`config.mk`:
```
export PLATFORM = sky130hd
export DESIGN_NAME = apb_completer_regfile
export DESIGN_NICKNAME = d
export VERILOG_FILES = /design/src/rtl/apb_pkg.sv /design/src/rtl/apb_regfile.sv /design/src/rtl/apb_completer_regfile.sv
export SDC_FILE = /design/constraint.sdc
export NUM_CORES = 1
export LEC_CHECK = 0
export BUFFER_PORTS_ARGS = -buffer_cell sky130_fd_sc_hd__buf_2
export CORE_UTILIZATION = 45
export CTS_CLUSTER_SIZE = 28
export DETAILED_ROUTE_END_ITERATION = 10
export PLACE_DENSITY = 0.71
export SETUP_SLACK_MARGIN = 0.05
export SLEW_MARGIN = 20
export SYNTH_ARGS = -nofsm -noshare
export SYNTH_HDL_FRONTEND = slang
export SYNTH_SLANG_ARGS = --single-unit
```
`constraint.sdc`:
```
create_clock -name pclk -period 27 [get_ports pclk]
set_input_delay 2.7 -clock pclk [delete_from_list [all_inputs] [get_ports pclk]]
set_output_delay 2.7 -clock pclk [all_outputs]
set_load 0.005 [all_outputs]
```
`src/rtl/apb_pkg.sv`:
```
// Shared types and constants for the APB completer register file.
package apb_pkg;

    localparam int APB_DATA_W = 32;
    localparam int APB_ADDR_W = 32;
    localparam int APB_WAIT_W = 4;
    localparam logic [APB_DATA_W-1:0] APB_DEFAULT_ID = 32'hA9B0_0001;

    typedef enum logic {
        ST_IDLE,
        ST_ACCESS
    } apb_state_e;

endpackage

```
`src/rtl/apb_regfile.sv`:
```
// Register storage: synchronous write port, asynchronous read port, async clear.
module apb_regfile
    import apb_pkg::*;
#(
    parameter int NUM_REGS = 16,
    parameter int IDX_W    = $clog2(NUM_REGS)
) (
    input  logic                  clk,
    input  logic                  rst,
    input  logic                  we,
    input  logic [IDX_W-1:0]      waddr,
    input  logic [APB_DATA_W-1:0] wdata,
    input  logic [IDX_W-1:0]      raddr,
    output logic [APB_DATA_W-1:0] rdata
);

    logic [APB_DATA_W-1:0] regs [NUM_REGS];

    always_ff @(posedge clk or posedge rst) begin
        if (rst) begin
            for (int i = 0; i < NUM_REGS; i++) begin
                regs[i] <= '0;
            end
        end else if (we) begin
            regs[waddr] <= wdata;
        end
    end

    assign rdata = regs[raddr];

endmodule

```
`src/rtl/apb_completer_regfile.sv`:
```
// APB completer in front of a register file; register 0 is a read-only ID.
module apb_completer_regfile
    import apb_pkg::*;
#(
    parameter int                    NUM_REGS    = 16,
    parameter int                    WAIT_CYCLES = 1,
    parameter logic [APB_DATA_W-1:0] ID_VALUE    = APB_DEFAULT_ID
) (
    input  logic                  pclk,
    input  logic                  prst,
    input  logic                  psel,
    input  logic                  penable,
    input  logic                  pwrite,
    input  logic [APB_ADDR_W-1:0] paddr,
    input  logic [APB_DATA_W-1:0] pwdata,
    output logic [APB_DATA_W-1:0] prdata,
    output logic                  pready,
    output logic                  pslverr
);

    localparam int IDX_W = $clog2(NUM_REGS);
    localparam logic [APB_WAIT_W-1:0] CNT_INIT = APB_WAIT_W'(WAIT_CYCLES);

    apb_state_e            state;
    apb_state_e            state_next;
    logic [APB_WAIT_W-1:0] cnt;
    logic [APB_WAIT_W-1:0] cnt_next;

    logic [APB_ADDR_W-1:0] addr_q;
    logic [APB_DATA_W-1:0] wdata_q;
    logic                  write_q;

    logic                  setup;
    logic                  access_ok;
    logic                  done;
    logic                  err;
    logic                  rf_we;
    logic [APB_DATA_W-1:0] rf_rdata;

    assign setup     = psel && !penable;
    assign access_ok = psel && penable;

    always_ff @(posedge pclk or posedge prst) begin
        if (prst) begin
            state <= ST_IDLE;
            cnt   <= '0;
        end else begin
            state <= state_next;
            cnt   <= cnt_next;
        end
    end

    // Transfer context is captured only at an accepted setup phase.
    always_ff @(posedge pclk) begin
        if (state == ST_IDLE && setup) begin
            addr_q  <= paddr;
            write_q <= pwrite;
            wdata_q <= pwdata;
        end
    end

    always_comb begin
        state_next = state;
        cnt_next   = cnt;
        done       = 1'b0;
        case (state)
            ST_IDLE: begin
                if (setup) begin
                    state_next = ST_ACCESS;
                    cnt_next   = CNT_INIT;
                end
            end
            ST_ACCESS: begin
                // A dropped psel/penable aborts the transfer without completing it.
                if (!access_ok) begin
                    state_next = ST_IDLE;
                    cnt_next   = '0;
                end else if (cnt != '0) begin
                    cnt_next = cnt - 1'b1;
                end else begin
                    done       = 1'b1;
                    state_next = ST_IDLE;
                end
            end
            default: begin
                state_next = ST_IDLE;
                cnt_next   = '0;
            end
        endcase
    end

    // Full-width compare so upper address bits never alias onto valid indices.
    assign err   = (addr_q >= APB_ADDR_W'(NUM_REGS)) || (write_q && addr_q == '0);
    assign rf_we = done && write_q && !err;

    apb_regfile #(
        .NUM_REGS (NUM_REGS),
        .IDX_W    (IDX_W)
    ) u_regfile (
        .clk   (pclk),
        .rst   (prst),
        .we    (rf_we),
        .waddr (addr_q[IDX_W-1:0]),
        .wdata (wdata_q),
        .raddr (addr_q[IDX_W-1:0]),
        .rdata (rf_rdata)
    );

    assign pready  = done;
    assign pslverr = done && err;

    always_comb begin
        prdata = '0;
        if (done && !write_q && !err) begin
            prdata = (addr_q == '0) ? ID_VALUE : rf_rdata;
        end
    end

endmodule
```
After elaboration in Yosys (flattened, before gate mapping). Index checks and enable logic that the tools add are counted.

Word-level logic and storage cells: 65. Bits of input ports: 69. Register bits: 582. Output and inout port bits: 34.

$add $sub $neg: 1. Bitwise gates (word level): 2. $lt $le $gt $ge: 3. Eq/ne operators: 2. Reductions and logical operators: 17. Multiplexer cells: 19.

Operator list (number): bitwise mux 512 bit (1); 2-to-1 mux 32 bit (5); binary-select mux 32 bit (select 4 bit) (1); demux 32 bit (select 4 bit) (1); >= comparator 32 x 5 -> 1 bit (second input constant) (1); zero test 32 bit (1); 2-to-1 mux 4 bit (3); logical AND 1 bit (10); one-hot mux 4 bit (2 select lines) (1); 2-to-1 mux 1 bit (6); >= comparator 5 bit (second input constant) (1); less-than comparator 5 x 1 -> 1 bit (second input constant) (1); NOT 4 -> 5 bit (1); nonzero test 4 bit (1); subtractor 4 x 1 -> 4 bit (second input constant) (1); zero test 1 bit (3); inequality test 3 x 2 -> 1 bit (second input constant) (1); inequality test 2 bit (second input constant) (1); one-hot mux 1 bit (2 select lines) (1); AND reduction 2 bit (1); logical OR 1 bit (1); NOT 1 bit (1).

Longest topological paths before layout. Gate-level depths: netlist of the first run.

Depth in word-level cells: 7. Gate-level depth with buffers: 9. Mapped depth without buffers: 7.

Cells and area by module. A second synthesis of the first run with hierarchy kept.

Cells, all modules: 1608. Area, all modules: 25848.5 um2.

By module, submodules not included: apb_regfile (cells an instance 1410, area an instance 22945.8 um2, instances 1, sequential area each 12812.3 um2); apb_completer_regfile (cells an instance 198, area an instance 2902.8 um2, instances 1, sequential area each 2077.0 um2).

Worst setup path after synthesis of the first run. OpenSTA, ideal clock, no wires.

Kind: input to output. Start point: in psel. End point: out prdata[10]. Data required time: 24.300 ns. Stages on the path: 6. Buffers on the path: 3. Setup slack: 20.259 ns. Arrival: 4.041 ns. Cell sequence: clkbuf_2 -> nand4_4 -> or4_1 -> clkbuf_2 -> buf_6 -> nor3b_1.

Longest elaborated chain between the ends: 6.

Ends and longest elaborated chain: from (decl) (RTL line apb_completer_regfile.sv:11) `input logic psel,`; logical AND 1 bit (RTL line apb_completer_regfile.sv:41) `assign access_ok = psel && penable;`; 2-to-1 mux 1 bit (RTL line apb_completer_regfile.sv:75) `if (!access_ok) begin`; 2-to-1 mux 1 bit (RTL line apb_completer_regfile.sv:66) `case (state)`; logical AND 1 bit (2 in series) (RTL line apb_completer_regfile.sv:114) `if (done && !write_q && !err) begin`; 2-to-1 mux 32 bit (RTL line apb_completer_regfile.sv:114); to (decl) (RTL line apb_completer_regfile.sv:16) `output logic [APB_DATA_W-1:0] prdata,`.

No other way between the ends.

Final worst setup path of the first run.
Start point: in psel. End point: out prdata[29].

Same word-level chain as after synthesis.

==> results_dict.tcl, run 1 <==
set metrics [dict create \
    layoutNonFillerInstCount 2365 \
    min_period_ns 7.54 \
    start_kind "primary input" \
    yosys_most_used_dff "dfrtp_1" \
    synth_seq_cells 582 \
    outcome "complete, no violations" \
    start_util_pct 45.9 \
    cp_cell_sequence "buf_2 > nand4_4 > or4_2 > a41oi_1 > buf_2" \
    power.leakage_uw 0.0140 \
    cap_viol_max_count 0 \
    dp_hpwl_um 30900 \
    synth_edf_count 65 \
    drc 0 \
    core-area_mm2 0.0568 \
    die_h_um 243 \
    syn_inst 1529 \
    cts-root-buf "clkbuf_16" \
    vias 13500 \
    fill_cells 4630 \
    critPathCaptureType "output pin" \
    worst_slack_ns 19.46 \
    layout_commonest_cell "dfrtp_1" \
    cts_made_buffers 58 \
    ctsHoldBuffers 0 \
    p_int_uw 1390 \
    clkPwrFrac_pct 46.3 \
    die_w_um 243 \
    ys_types 50 \
    syn_nets 1600 \
    max_freq_ghz 0.133 \
    p_comb_share_pct 3.0 \
    grt_pass1_vias 14400 \
    layout_common_cells "dfrtp_1 (517), mux2_2 (331), mux4_2 (152)" \
    crit_arrival_ns 4.84 \
    rows 87 \
    holdWs_ns 0.373 \
    cts_sinks 582 \
    crit_type "primary input to output pin" \
    async_flop_share_pct 88.8 \
    ir_drop_v 0.0000487 \
    nNetsFinal 1630 \
    period_share_pct 27.9 \
    avgSynthCellArea_um2 17.0 \
    worst_path_most_repeated_cell "buf_2" \
    slew_headroom_pct 22.4 \
    cts_setup_buffers 0 \
    cts_tree "built" \
    clock_insertion_delay_worst_skew_ns 0.61 \
    drt_iter0_markers 900 \
    seqPwrFrac_pct 50.7 \
    seq_area_frac_synth_pct 57.1 \
    crit_fanout 32 \
    syn_area_mm2 0.0261 \
    hold_violations 0 \
    port_buffers 102 \
    worst_pin_slew_ns 1.16 \
    area_growth_pct 10.6 \
    via_per_inst 5.69 \
    clk_pin_slew_ns 0.06 \
    slew_violations 0 \
    wl_per_cell_um 24.2 \
    cpMaxStageDelayCell "or4_2" \
    grt_remaining_overflow 0 \
    grt_setup_unrepaired "false" \
    drt-total-wl_um 57300 \
    p_total_uw 1780 \
    cts_max_level 2 \
    setup_viol 0 \
    die_area_mm2 0.0589 \
    p_sw_share_pct 21.8 \
    max_stage_delay_ns 1.19 \
    grt_max_degree 136 \
    grt_pass1_wl_um 88900 \
    pin_count 103 \
    grt_usage_pct 20.0 \
    cp.required_ns 24.30 \
    place_inst 2253 \
    p_sw_uw 387 \
    ys_warn_count 0 \
    hold_path_class "flip-flop to flip-flop" \
    fin_tns_setup_ns 0 \
    layout-drive-gt1-share_pct 49.4 \
    cts_buffer_depth 3 \
    finClkSkew_ns 0.0160 \
    firstDrtPassIters 5 \
    cts_resized 0 \
    gp_congestion 0.752 \
    ant_nets 0 \
    power_density_mw_per_mm2 61.7 \
    antenna_found_initial 1 \
    dpl_worst_slack_ns 19.44 \
]
==> final timing paths <==
path	start	end	slack [ns]	depth (start not counted)
max	psel	prdata[29]	19.46	5
max reg2reg	addr_q[0]$_DFFE_PP_	u_regfile.regs[406]$_DFFE_PP0P_	22.84	6
min in group asynchronous	prst	u_regfile.regs[508]$_DFFE_PP0P_	2.27	2
min	u_regfile.regs[508]$_DFFE_PP0P_	u_regfile.regs[508]$_DFFE_PP0P_	0.37	0
min reg2reg	u_regfile.regs[508]$_DFFE_PP0P_	u_regfile.regs[508]$_DFFE_PP0P_	0.37	0
max in group asynchronous	prst	u_regfile.regs[365]$_DFFE_PP0P_	22.56	4
==> cell type report <==
cell class                 count  area [um2]  area share [%]
multi-input combinational    780       10200            35.4
sequential                   582       14900            51.6
clock inverter                28         288           0.998
antenna                        1        2.50         0.00868
tap                          756         946            3.28
inverter                       5        26.3          0.0911
timing repair buffer         132         788            2.73
clock buffer                  81        1680            5.83
==> sequential cells by signal, summed over array words and instances, names as in the netlist <==
signal	flops
addr_q	32
cnt	4
state	1
u_regfile.regs	512
wdata_q	32
write_q	1
==> kinds of logic (layout without fill, tap and decap cells) <==
family | after synthesis | count (layout) | synth area share (%)
compound gates | 21 | 21 | 0.634
flops | 582 | 582 | 57.1
fa+ha+maj | 2 | 2 | 0.0960
buf+inv | 167 | 246 | 3.71
mux | 640 | 640 | 35.0
other cells | 0 | 1 | 0
simple gates | 117 | 117 | 3.40
==> power groups by stage <==
| stage | logic (uW) | clock network, uW | registers, uW |
|---|---|---|---|
| 6_report | 52.6 | 824 | 902 |
| 5_1_grt | 59.2 | 877 | 902 |
| 4_1_cts | 54.0 | 840 | 902 |
| 3_5_place_dp | 53.8 | 0 | 918 |
| 3_3_place_gp | 52.9 | 0 | 917 |
| 2_1_floorplan | 40.0 | 0 | 913 |
==> synthesized netlist by cell type (2+ instances only) <==
master / instances / area [um2]
nand4_4: 10 / 213
nor3_1: 2 / 10.0
or2_2: 8 / 50.1
nor2b_1: 4 / 25.0
nand3_1: 10 / 50.1
nand2b_1: 5 / 31.3
dfrtp_1: 517 / 12900
nor2_1: 16 / 60.1
a31oi_1: 2 / 12.5
nand2_1: 12 / 45.0
clkbuf_2: 2 / 10.0
mux2i_1: 8 / 80.1
edfxtp_1: 65 / 1950
clkbuf_1: 74 / 278
mux2_2: 331 / 3730
mux2_1: 89 / 1000
buf_2: 48 / 240
nor4_1: 8 / 50.1
inv_1: 4 / 15.0
mux4_2: 152 / 3420
nor3b_1: 24 / 180
a21oi_1: 2 / 10.0
mux2_4: 60 / 901
nand4_1: 6 / 37.5
a41oi_1: 8 / 70.1
buf_6: 35 / 394
o21ai_0: 2 / 10.0
ha_1: 2 / 25.0
nor4_4: 2 / 42.5
==> layer usage <==
| layer | track usage (%) | wire length, um | vias to the layer above |
|---|---|---|---|
| li1 | - | - | 5780 |
| met1 | 27.7 | 25500 | 7322 |
| met2 | 32.2 | 27800 | 278 |
| met3 | 3.67 | 2590 | 86 |
| met4 | 5.86 | 1410 | 0 |
| met5 | 0 | 0 | - |
==> critical path, delay by kind of cell <==
family                 cells  cell delay [ns]
buffers and inverters      2             0.34
AOI/OAI and AO/OA          1             0.40
and+or+nand+nor            2             1.37
==> metrics by stage <==
step | instance area (um2) | utilization (%)
finish | 28800 | 50.7
global route | 28800 | 50.7
CTS | 28800 | 50.6
detailed placement | 26800 | 47.2
global placement | 26800 | 47.2
floorplan | 26100 | -
(Power assumes the default switching activity.)
==> inputs of run 2 (changes only) <==
==> constraint.sdc (replaced) <==
create_clock -name pclk -period 7.5 [get_ports pclk]
set_input_delay 0.75 -clock pclk [delete_from_list [all_inputs] [get_ports pclk]]
set_output_delay 0.75 -clock pclk [all_outputs]
set_load 0.005 [all_outputs]
==> results_dict.tcl, run 2 (same netlist as run 1, synthesis figures left out) <==
set metrics [dict create \
    clock_insertion_delay_worst_skew_ns 0.61 \
    cts_setup_buffers 0 \
    cts-root-buf "clkbuf_16" \
    dp_hpwl_um 31000 \
    die_area_mm2 0.0589 \
    insertedDiodeCount 0 \
    slew_violations 0 \
    slew_headroom_pct 23.1 \
    firstDrtPassIters 4 \
    path_delay_family "simple AND/OR/NAND/NOR gates" \
    start_kind "flip-flop" \
    drt-total-wl_um 56900 \
    cts_made_buffers 59 \
    drc 0 \
    worst_pin_slew_ns 1.15 \
    cp.depth 6 \
    setup_viol 0 \
    ctsHoldBuffers 0 \
    cts_sinks 582 \
    multiInputGateArea_mm2 0.0102 \
    grt_pass1_wl_um 90600 \
    wl_per_cell_um 24.0 \
    max_freq_ghz 0.208 \
    cap_viol_max_count 0 \
    area_growth_pct 11.2 \
    cp_num_buf_inv 3 \
    port_buffers 102 \
    fill_cells 4590 \
    hold_violations 0 \
    core-area_mm2 0.0568 \
    via_per_inst 5.74 \
    min_period_ns 4.80 \
    fin_util_pct 51.0 \
    crit_arrival_ns 4.05 \
    reg2reg_depth 5 \
    drt_iter0_markers 994 \
    outcome "complete, no violations" \
    crit_type "flip-flop to output pin" \
    antenna_found_initial 1 \
    ir_drop_v 0.000208 \
    grt_usage_pct 20.0 \
    top_regs "u_regfile.regs (512), addr_q (32), wdata_q (32)" \
    grt_max_degree 190 \
    power.leakage_uw 0.0141 \
    cts_resized 0 \
    layout_common_cells "dfrtp_1 (517), mux2_2 (331), mux4_2 (152)" \
    cts_buffer_depth 3 \
    ant_nets 0 \
    grt_pass1_vias 14900 \
    vias 13600 \
    nNetsFinal 1633 \
    crit_fanout 88 \
    pin_count 103 \
    die_h_um 243 \
    rows 87 \
    seqCellArea_mm2 0.0149 \
    cpMaxStageDelayCell "nor4_4" \
    finClkSkew_ns 0.0155 \
    critPathCaptureType "output pin" \
    cts_max_level 2 \
    cts_tree "built" \
    grt_setup_unrepaired "false" \
    max_stage_delay_ns 0.91 \
    power_density_mw_per_mm2 227 \
    cp_cell_sequence "buf_12 > nor4_4 > buf_4 > nand2_1 > a41oi_1 > buf_2" \
    gp_congestion 0.698 \
    die_w_um 243 \
    layout_commonest_cell "dfrtp_1" \
    regMostFlops "u_regfile.regs" \
    layout-drive-gt1-share_pct 49.6 \
    clk_pin_slew_ns 0.06 \
    largest_register_ffs 512 \
    grt_remaining_overflow 0 \
    hold_path_class "primary input to asynchronous set/reset pin" \
    p_total_uw 6590 \
    start_util_pct 45.9 \
    period_share_pct 64.0 \
    cp.required_ns 6.75 \
]
## run 2: cell count changes in the layout (fill, tap and decap cells not counted), sizes merged
cell	change
buf	+2
bufinv	+4
clkbuf	+4
clkinv	-3
clkinvlp	-3
diode	-1
## run 2: where the power goes
part / switching (uW) / total [uW] / leakage (uW) / internal [uW]
clock network: 1230 / 3160 / 0.00103 / 1920
registers: 33.9 / 3250 / 0.00783 / 3210
logic: 131 / 191 / 0.00523 / 59.4
## run 2: cell type report
type	count	area share, %
Sequential cell	582	51.4
Inverter	5	0.0777
Tap cell	756	3.26
Clock inverter	26	1.25
Timing Repair Buffer	134	2.79
Clock buffer	85	6.03
Multi-Input combinational cell	780	35.2
## run 2: metal layers
| layer | track usage, % | wire [um] |
|---|---|---|
| met1 | 28.5 | 25700 |
| met2 | 32.3 | 27700 |
| met3 | 3.13 | 2270 |
| met4 | 5.36 | 1150 |
| met5 | 0 | 12 |
## run 2: worst register-to-register path, cell delays in order (launching register included)
cell      delay, ns
edfxtp_1       0.37
nor4_1         0.43
and4_1         1.00
nand4_1        1.03
buf_4          0.60
mux2_2         0.35
## run 2: metrics by stage
| step | instances | setup slack [ns] | area, um2 | TNS [ns] | hold slack (ns) |
|---|---|---|---|---|---|
| final | 2368 | 2.70 | 29000 | 0 | 0.242 |
| after global routing | 2368 | 2.51 | 29000 | 0 | 0.274 |
| after CTS | 2366 | 2.62 | 28900 | 0 | 0.230 |
| after detailed placement | 2255 | 3.30 | 26800 | 0 | 0.363 |
| after global placement | 2255 | 3.31 | 26800 | 0 | 0.360 |
| after floorplan | 1529 | -0.272 | 26100 | -140.76 | 0.425 |
## run 2: path summary, 6_finish.rpt
kind | from | to | slack, ns
min in group pclk | paddr[4] | addr_q[4]$_DFFE_PP_ | 0.31
hold reg to reg | u_regfile.regs[497]$_DFFE_PP0P_ | u_regfile.regs[497]$_DFFE_PP0P_ | 0.37
setup reg to reg | addr_q[31]$_DFFE_PP_ | u_regfile.regs[145]$_DFFE_PP0P_ | 3.61
max in group asynchronous | prst | u_regfile.regs[131]$_DFFE_PP0P_ | 5.41
setup / recovery | addr_q[1]$_DFFE_PP_ | prdata[29] | 2.70
hold / removal | prst | u_regfile.regs[92]$_DFFE_PP0P_ | 0.24
